File: config.mk
export PLATFORM = sky130hd
export DESIGN_NAME = lfsr_gen
export DESIGN_NICKNAME = d
export VERILOG_FILES = /design/src/rtl/lfsr_gen.sv
export SDC_FILE = /design/constraint.sdc
export NUM_CORES = 1
export LEC_CHECK = 0
export ABC_AREA = 1
export CORE_MARGIN = 10
export CORE_UTILIZATION = 32
export CTS_CLUSTER_DIAMETER = 60
export DETAILED_ROUTE_END_ITERATION = 12
export GPL_TIMING_DRIVEN = 0
export PLACE_DENSITY = 0.51
export SLEW_MARGIN = 20
export SYNTH_ARGS = -nofsm -noshare
export SYNTH_HDL_FRONTEND = slang
export SYNTH_SLANG_ARGS = --single-unit
File: constraint.sdc
create_clock -name clk -period 5.4 [get_ports clk]
set_input_delay 1.08 -clock clk [delete_from_list [all_inputs] [get_ports clk]]
set_output_delay 1.08 -clock clk [all_outputs]
set_load 0.02 [all_outputs]
File: src/rtl/lfsr_gen.sv
// lfsr_gen: parametrised LFSR pseudo-random generator (Fibonacci or Galois).
// The state advances by STEPS single shifts on each enabled cycle. A runtime
// seed can be loaded. An all-zero state is recovered by reloading SEED. A
// return to the start value is flagged, and the number of enabled cycles it
// took is reported as the period.
//
// Control semantics: load and en are sampled on every rising edge; there is
// no ready/back-pressure. load wins over en. A load of zero is held until the
// next enabled cycle, which recovers it to SEED and pulses lockup.
module lfsr_gen #(
  parameter int unsigned          WIDTH  = 16,
  parameter logic [WIDTH-1:0]     TAPS   = 16'hB400,
  parameter logic [WIDTH-1:0]     SEED   = 16'h0001,
  parameter bit                   GALOIS = 1'b0,
  parameter int unsigned          STEPS  = 1
) (
  input  logic             clk,
  input  logic             rst,
  input  logic             en,
  input  logic             load,
  input  logic [WIDTH-1:0] load_val,
  output logic [WIDTH-1:0] data_out,
  output logic             bit_out,
  output logic             lockup,
  output logic             wrap,
  output logic [WIDTH-1:0] period
);

  localparam logic [WIDTH-1:0] ONE = {{(WIDTH-1){1'b0}}, 1'b1};

  logic [WIDTH-1:0] state;
  logic [WIDTH-1:0] start;
  logic [WIDTH-1:0] cnt;
  logic [WIDTH-1:0] nxt;
  logic [WIDTH-1:0] cnt_inc;

  // One single shift of the selected LFSR structure.
  function automatic logic [WIDTH-1:0] shift1(input logic [WIDTH-1:0] s);
    logic [WIDTH-1:0] r;
    if (GALOIS) begin
      r = {s[WIDTH-2:0], 1'b0} ^ ({WIDTH{s[WIDTH-1]}} & TAPS);
    end else begin
      r = {s[WIDTH-2:0], ^(s & TAPS)};
    end
    return r;
  endfunction

  // Chain STEPS single shifts combinationally to form the enabled next state.
  always_comb begin
    nxt = state;
    for (int i = 0; i < int'(STEPS); i++) begin
      nxt = shift1(nxt);
    end
  end

  assign cnt_inc = cnt + ONE;

  // State, start value, cycle counter, period and the one-cycle pulses.
  always_ff @(posedge clk or posedge rst) begin
    if (rst) begin
      state  <= SEED;
      start  <= SEED;
      cnt    <= '0;
      period <= '0;
      lockup <= 1'b0;
      wrap   <= 1'b0;
    end else if (load) begin
      state  <= load_val;
      start  <= load_val;
      cnt    <= '0;
      lockup <= 1'b0;
      wrap   <= 1'b0;
    end else if (en && (state == '0)) begin
      // A zero state never leaves zero on its own; restart from SEED.
      state  <= SEED;
      start  <= SEED;
      cnt    <= '0;
      lockup <= 1'b1;
      wrap   <= 1'b0;
    end else if (en) begin
      state  <= nxt;
      lockup <= 1'b0;
      if (nxt == start) begin
        wrap   <= 1'b1;
        period <= cnt_inc;
        cnt    <= '0;
      end else begin
        wrap   <= 1'b0;
        cnt    <= cnt_inc;
      end
    end else begin
      lockup <= 1'b0;
      wrap   <= 1'b0;
    end
  end

  assign data_out = state;
  assign bit_out  = state[WIDTH-1];

endmodule
==> results of run 1 <==
-- placed cells by master (no fill, tap or decap), types with 2 or more instances in the layout --
master,instances
clkinv_2,2
buf_6,2
clkbuf_8,10
clkdlybuf4s50_1,53
nand2_4,2
xnor2_1,7
xor2_1,6
nand2_1,158
inv_1,34
nand4_1,20
buf_2,4
o221ai_1,15
dfrtp_1,64
inv_2,9
nand3_1,31
dfstp_2,2
buf_4,4
nor2_1,33
bufinv_16,2
ha_1,2
clkbuf_1,5
o21ai_0,13
-- layout make-up --
type | instances | share of cell area
plain buffers | 14 | 0.0204
multi-input cells | 295 | 0.335
clock buffers | 11 | 0.0330
flip-flops and latches | 66 | 0.386
clock inverters | 5 | 0.0181
repair buffers | 54 | 0.128
inverters | 45 | 0.0400
well taps | 136 | 0.0397
-- metal layers --
metal | track usage | vias up
met3 | 0.0340 | 11
met2 | 0.193 | 82
met4 | 0.0486 | 0
li1 | - | 1492
met1 | 0.171 | 1385
met5 | 0 | -
-- metrics by stage --
stage | hold slack (ns) | instances | utilization | instance area [sq um]
floorplan | 0.471 | 420 | - | 3340
global placement | 0.456 | 609 | 0.395 | 4050
detailed placement | 0.458 | 610 | 0.398 | 4070
CTS | 0.479 | 626 | 0.419 | 4290
global route | 0.499 | 626 | 0.419 | 4290
finish | 0.474 | 626 | 0.419 | 4290
-- flip-flops by register name (all words and copies together), names as in the netlist --
| name | cells |
|---|---|
| cnt | 16 |
| data_out | 16 |
| period | 16 |
| start | 16 |
| lockup | 1 |
| wrap | 1 |
-- cell usage after synthesis, drive strengths merged --
cell type,n
buf,10
dfrtp,64
nand3,33
clkbuf,4
dfstp,2
nand2,161
clkinv,1
xor2,6
o21ai,13
nand3b,1
nor2,35
xnor2,7
ha,2
o221ai,15
nand4,20
a31oi,1
inv,44
nor3,1
-- how the worst max path moves through the flow --
| stage | to | cells past startpoint |
|---|---|---|
| final | data_out[0] | 1 |
| after global routing | start[4]$_DFFE_PP0N_ | 5 |
| after CTS | data_out[0] | 1 |
| after detailed placement | start[4]$_DFFE_PP0N_ | 5 |
| after global placement | cnt[8]$_DFFE_PP0P_ | 2 |
| after floorplan | cnt[0]$_DFFE_PP0P_ | 1 |
-- logic make-up after synthesis --
family / synth area share
buffers and inverters: 0.0767
XOR/XNOR: 0.0340
flip-flops: 0.495
AO/OA/AOI/OAI: 0.0606
adder cells (fa/ha/maj): 0.00748
AND/OR/NAND/NOR: 0.327
-- power groups by stage --
stage | Combinational (mW) | Sequential, mW | Clock (mW)
3_3_place_gp | 0.189 | 0.555 | 0
2_1_floorplan | 0.101 | 0.565 | 0
4_1_cts | 0.193 | 0.545 | 0.485
3_5_place_dp | 0.193 | 0.554 | 0
5_1_grt | 0.216 | 0.549 | 0.507
6_report | 0.191 | 0.545 | 0.475
==> out/metrics.cfg, run 1 <==
[die]
die_y_um = 122
rows = 37
core_area_sq_um = 10200
initial_core_util = 0.327
io_pins = 55
die_x_um = 122
die_area_sq_um = 14900

[timing]
period_minus_slack_ns = 2.63
fin_ws_ns = 2.77
period_share = 0.486
fin_tns_setup_ns = 0
slew_headroom = 0.646
clock.fmax_ghz = 0.381
setup_violations = 0
hold_viol_final = 0
grt_setup_unrepaired = false
slew_viol_final = 0
tightest_slew_ns = 0.531
fin_skew_ns = 0.0111

[finish]
n_fill_cell = 1064
num-nets-final = 507
seq_area_sq_um = 1650
n_antenna_cell = 0
area_delta_synth_final_pct = 28.2
drive_above_1_share = 0.0918
multiInputGateArea_sq_um = 1430

[drt]
drc = 0
viasPerCell = 4.74
met3WireLength_um = 574
wl_per_cell_um = 14.7
top_layer = met4
num_vias = 2970
routed_wl_mm = 9.17
wl_met1_mm = 4.53
first_iter_violations = 255
wl_met2_mm = 3.92
ant_nets = 0
dr.pass1.iters = 4

[setup_path]
r2r_start = data_out[13]$_DFFE_PP0P_
cp_top_family = buffers and inverters
crit_path_start_kind = register
r2r_end = start[4]$_DFFE_PP0N_
cp.required_ns = 4.32
cp.arrival_ns = 1.55
reg2reg_depth = 8
worstSetupStartpoint = data_out[0]$_DFFE_PP1P_
r2r_slack_ns = 3.30
crit_path_max_incr_delay_ns = 0.62
cp_cell_sequence = clkdlybuf4s50_1
cp-end-kind = output port
worstSetupPathType = register to output port
crit_fanout = 4
path_buf_inv = 1
slowest_stage = clkdlybuf4s50_1

[clock_tree]
cts_buffer_depth = 2
cts_num_sinks = 66
cts_hold_buf = 0
root_buffer = clkbuf_8
postCtsSetupRepairBufs = 0
clk_pin_slew_ns = 0.07
cts_tree = built
insertion_delay_ns = 0.35
cts_buffers = 9
htree_levels = 3
cts_resized = 0

[global_route]
antenna_found_initial = 0
grt_max_degree = 35
grt_usage = 0.127
grt_pass1_vias = 2991
grt_pass1_wl_mm = 15.2
gr-total-overflow = 0

[logic_synthesis]
synthesis.instances = 420
yosys_warnings = 0
synth_area_sq_um = 3340
yosysTopAreaCell = dfrtp_1
synth_top_area_frac = 0.479
synth_area_leaders = dfrtp_1, nand2_1, nand3_1
seq_area_frac_synth = 0.495
synth.distinct_cells = 27
avgSynthCellArea_sq_um = 7.96
syn_nets = 442
synth-seq-cells = 66

[placement]
port_buffers = 53
pre_cts_slack_ns = 2.52
dp_hpwl_mm = 6.75
gp_congestion = 0.838

[pwr]
comb_power_share = 0.157
total_power_mw = 1.21
power_leakage_nw = 2.13
p_clk_frac = 0.392
internal_power_uw = 868
vdd.ir_drop.worst_v = 0.000133
swShare = 0.284
seq_power_share = 0.450
power.switching_uw = 343
p_per_area_nw_per_um2 = 283

[worst_hold_path]
hold_path_class = register to register
hold_depth = 2
min_to = period[13]$_DFFE_PP0P_
hp-start = period[13]$_DFFE_PP0P_

[run]
maxCapViolations = 0

[status]
status = finished clean

Power figures use the tool's default switching activity.
==> run 2: changes to the inputs <==
PLACE_DENSITY = 0.53   (was 0.51)
clock period = 2.4 ns   (was 5.4 ns; I/O delays follow)
==> run 2 against run 1 <==
Sequential share of layout area unchanged. Flip-flop and latch count is the same. Combinational power is 120% higher. First-iteration DRC count decreased by 40%. Critical endpoint is now start[5]$_DFFE_PP0N_. Largest power group unchanged.
==> out/metrics.cfg, run 2 (synthesis gave the netlist of run 1 again) <==
[placement]
gp_congestion = 0.889
port_buffers = 53
dp_hpwl_mm = 6.75
postPlaceCellArea_sq_um = 4070

[pwr]
vdd.ir_drop.worst_v = 0.000228
p_per_area_nw_per_um2 = 629
power_leakage_nw = 2.11
total_power_mw = 2.69

[finish]
utilization = 0.419
fin_area_sq_um = 4290
area_delta_synth_final_pct = 28.2
num-nets-final = 507
final_common_cell = nand2_1
drive_above_1_share = 0.0918
n_antenna_cell = 0
layout_common_cells = nand2_1, dfrtp_1, clkdlybuf4s50_1
n_fill_cell = 1040

[die]
core_area_sq_um = 10200
die_x_um = 122
die_area_sq_um = 14900
rows = 37
die_y_um = 122
initial_core_util = 0.327
io_pins = 55

[drt]
dr.pass1.iters = 4
num_vias = 2916
first_iter_violations = 154
drc = 0
routed_wl_mm = 8.87
ant_nets = 0
viasPerCell = 4.66
wl_per_cell_um = 14.2

[global_route]
antenna_found_initial = 0
gr-total-overflow = 0
grt_pass1_wl_mm = 14.8
grt_pass1_vias = 2966
grt_usage = 0.125
grt_max_degree = 39

[clock_tree]
insertion_delay_ns = 0.35
cts_tree = built
cts_resized = 0
htree_levels = 3
root_buffer = clkbuf_8
postCtsSetupRepairBufs = 0
clk_pin_slew_ns = 0.08
cts_buffers = 9
cts_num_sinks = 66
cts_buffer_depth = 2
cts_hold_buf = 0

[timing]
period_share = 0.875
tightest_slew_ns = 0.546
clock.fmax_ghz = 0.476
setup_violations = 0
fin_tns_setup_ns = 0
period_minus_slack_ns = 2.10
fin_skew_ns = 0.0111
hold_viol_final = 0
slew_viol_final = 0
grt_setup_unrepaired = false
slew_headroom = 0.636

[status]
status = finished clean

[setup_path]
worstSetupPathType = register to register
r2r_slack_ns = 0.30
r2r_end = start[5]$_DFFE_PP0N_
crit_path_start_kind = register
reg2reg_depth = 8
crit_fanout = 10
cp.arrival_ns = 2.30
worstSetupStartpoint = data_out[13]$_DFFE_PP0P_
r2r_start = data_out[13]$_DFFE_PP0P_
cp.required_ns = 2.60
cp-end-kind = register

[worst_hold_path]
hold_path_class = primary input to register
hold_depth = 3
hp-start = load
min_to = start[2]$_DFFE_PP0N_

[run]
maxCapViolations = 0

-- run 2: changes by cell type in the layout (fill, tap and decap cells not counted), sizes merged --
cell,delta
clkinvlp,+2
clkbuf,-1
clkinv,-1
-- run 2: critical path, stage by stage (launching register included) --
cell      delay, ns
dfrtp_1        0.43
inv_1          0.11
ha_1           0.15
nand3_1        0.10
nor2_1         0.16
nand3_1        0.28
nand2_1        0.15
clkbuf_1       0.42
o21ai_0        0.15
-- run 2: routing by layer --
layer,global-route usage,vias to the layer above,share of wire
met1,0.164,1355,0.48
met4,0.0457,0,0.013
met2,0.191,60,0.45
met3,0.0372,10,0.058
met5,0,-,0
li1,-,1491,-
-- run 2: stage by stage --
step           instances  worst slack [ns]  hold slack, ns
2_1_floorplan        420             0.269           0.471
3_3_place_gp         609             -1.00           0.455
3_5_place_dp         610             0.154           0.462
4_1_cts              626             0.276           0.448
5_1_grt              626            0.0297           0.482
6_report             626             0.299           0.460
-- run 2: cell type report --
class	count	area (sq um)	share of cell area
multi-input combinational	295	1430	0.335
sequential	66	1650	0.386
tap	136	170	0.0397
clock buffer	10	128	0.0298
inverter	45	171	0.0400
timing repair buffer	54	551	0.128
clock inverter	6	91.3	0.0213
buffer	14	87.6	0.0204
-- run 2: worst max-delay path by stage --
stage | endpoint | depth (start not counted)
3_3_place_gp | cnt[6]$_DFFE_PP0P_ | 2
5_1_grt | start[12]$_DFFE_PP0N_ | 8
6_report | start[5]$_DFFE_PP0N_ | 8
4_1_cts | start[5]$_DFFE_PP0N_ | 8
3_5_place_dp | data_out[6]$_DFFE_PP0P_ | 5
2_1_floorplan | cnt[0]$_DFFE_PP0P_ | 1
-- run 2: report_power, final --
group / switching (mW) / leakage [nW] / internal, mW
logic: 0.253 / 1.16 / 0.171
registers: 0.0560 / 0.860 / 1.17
clock network: 0.457 / 0.0987 / 0.587
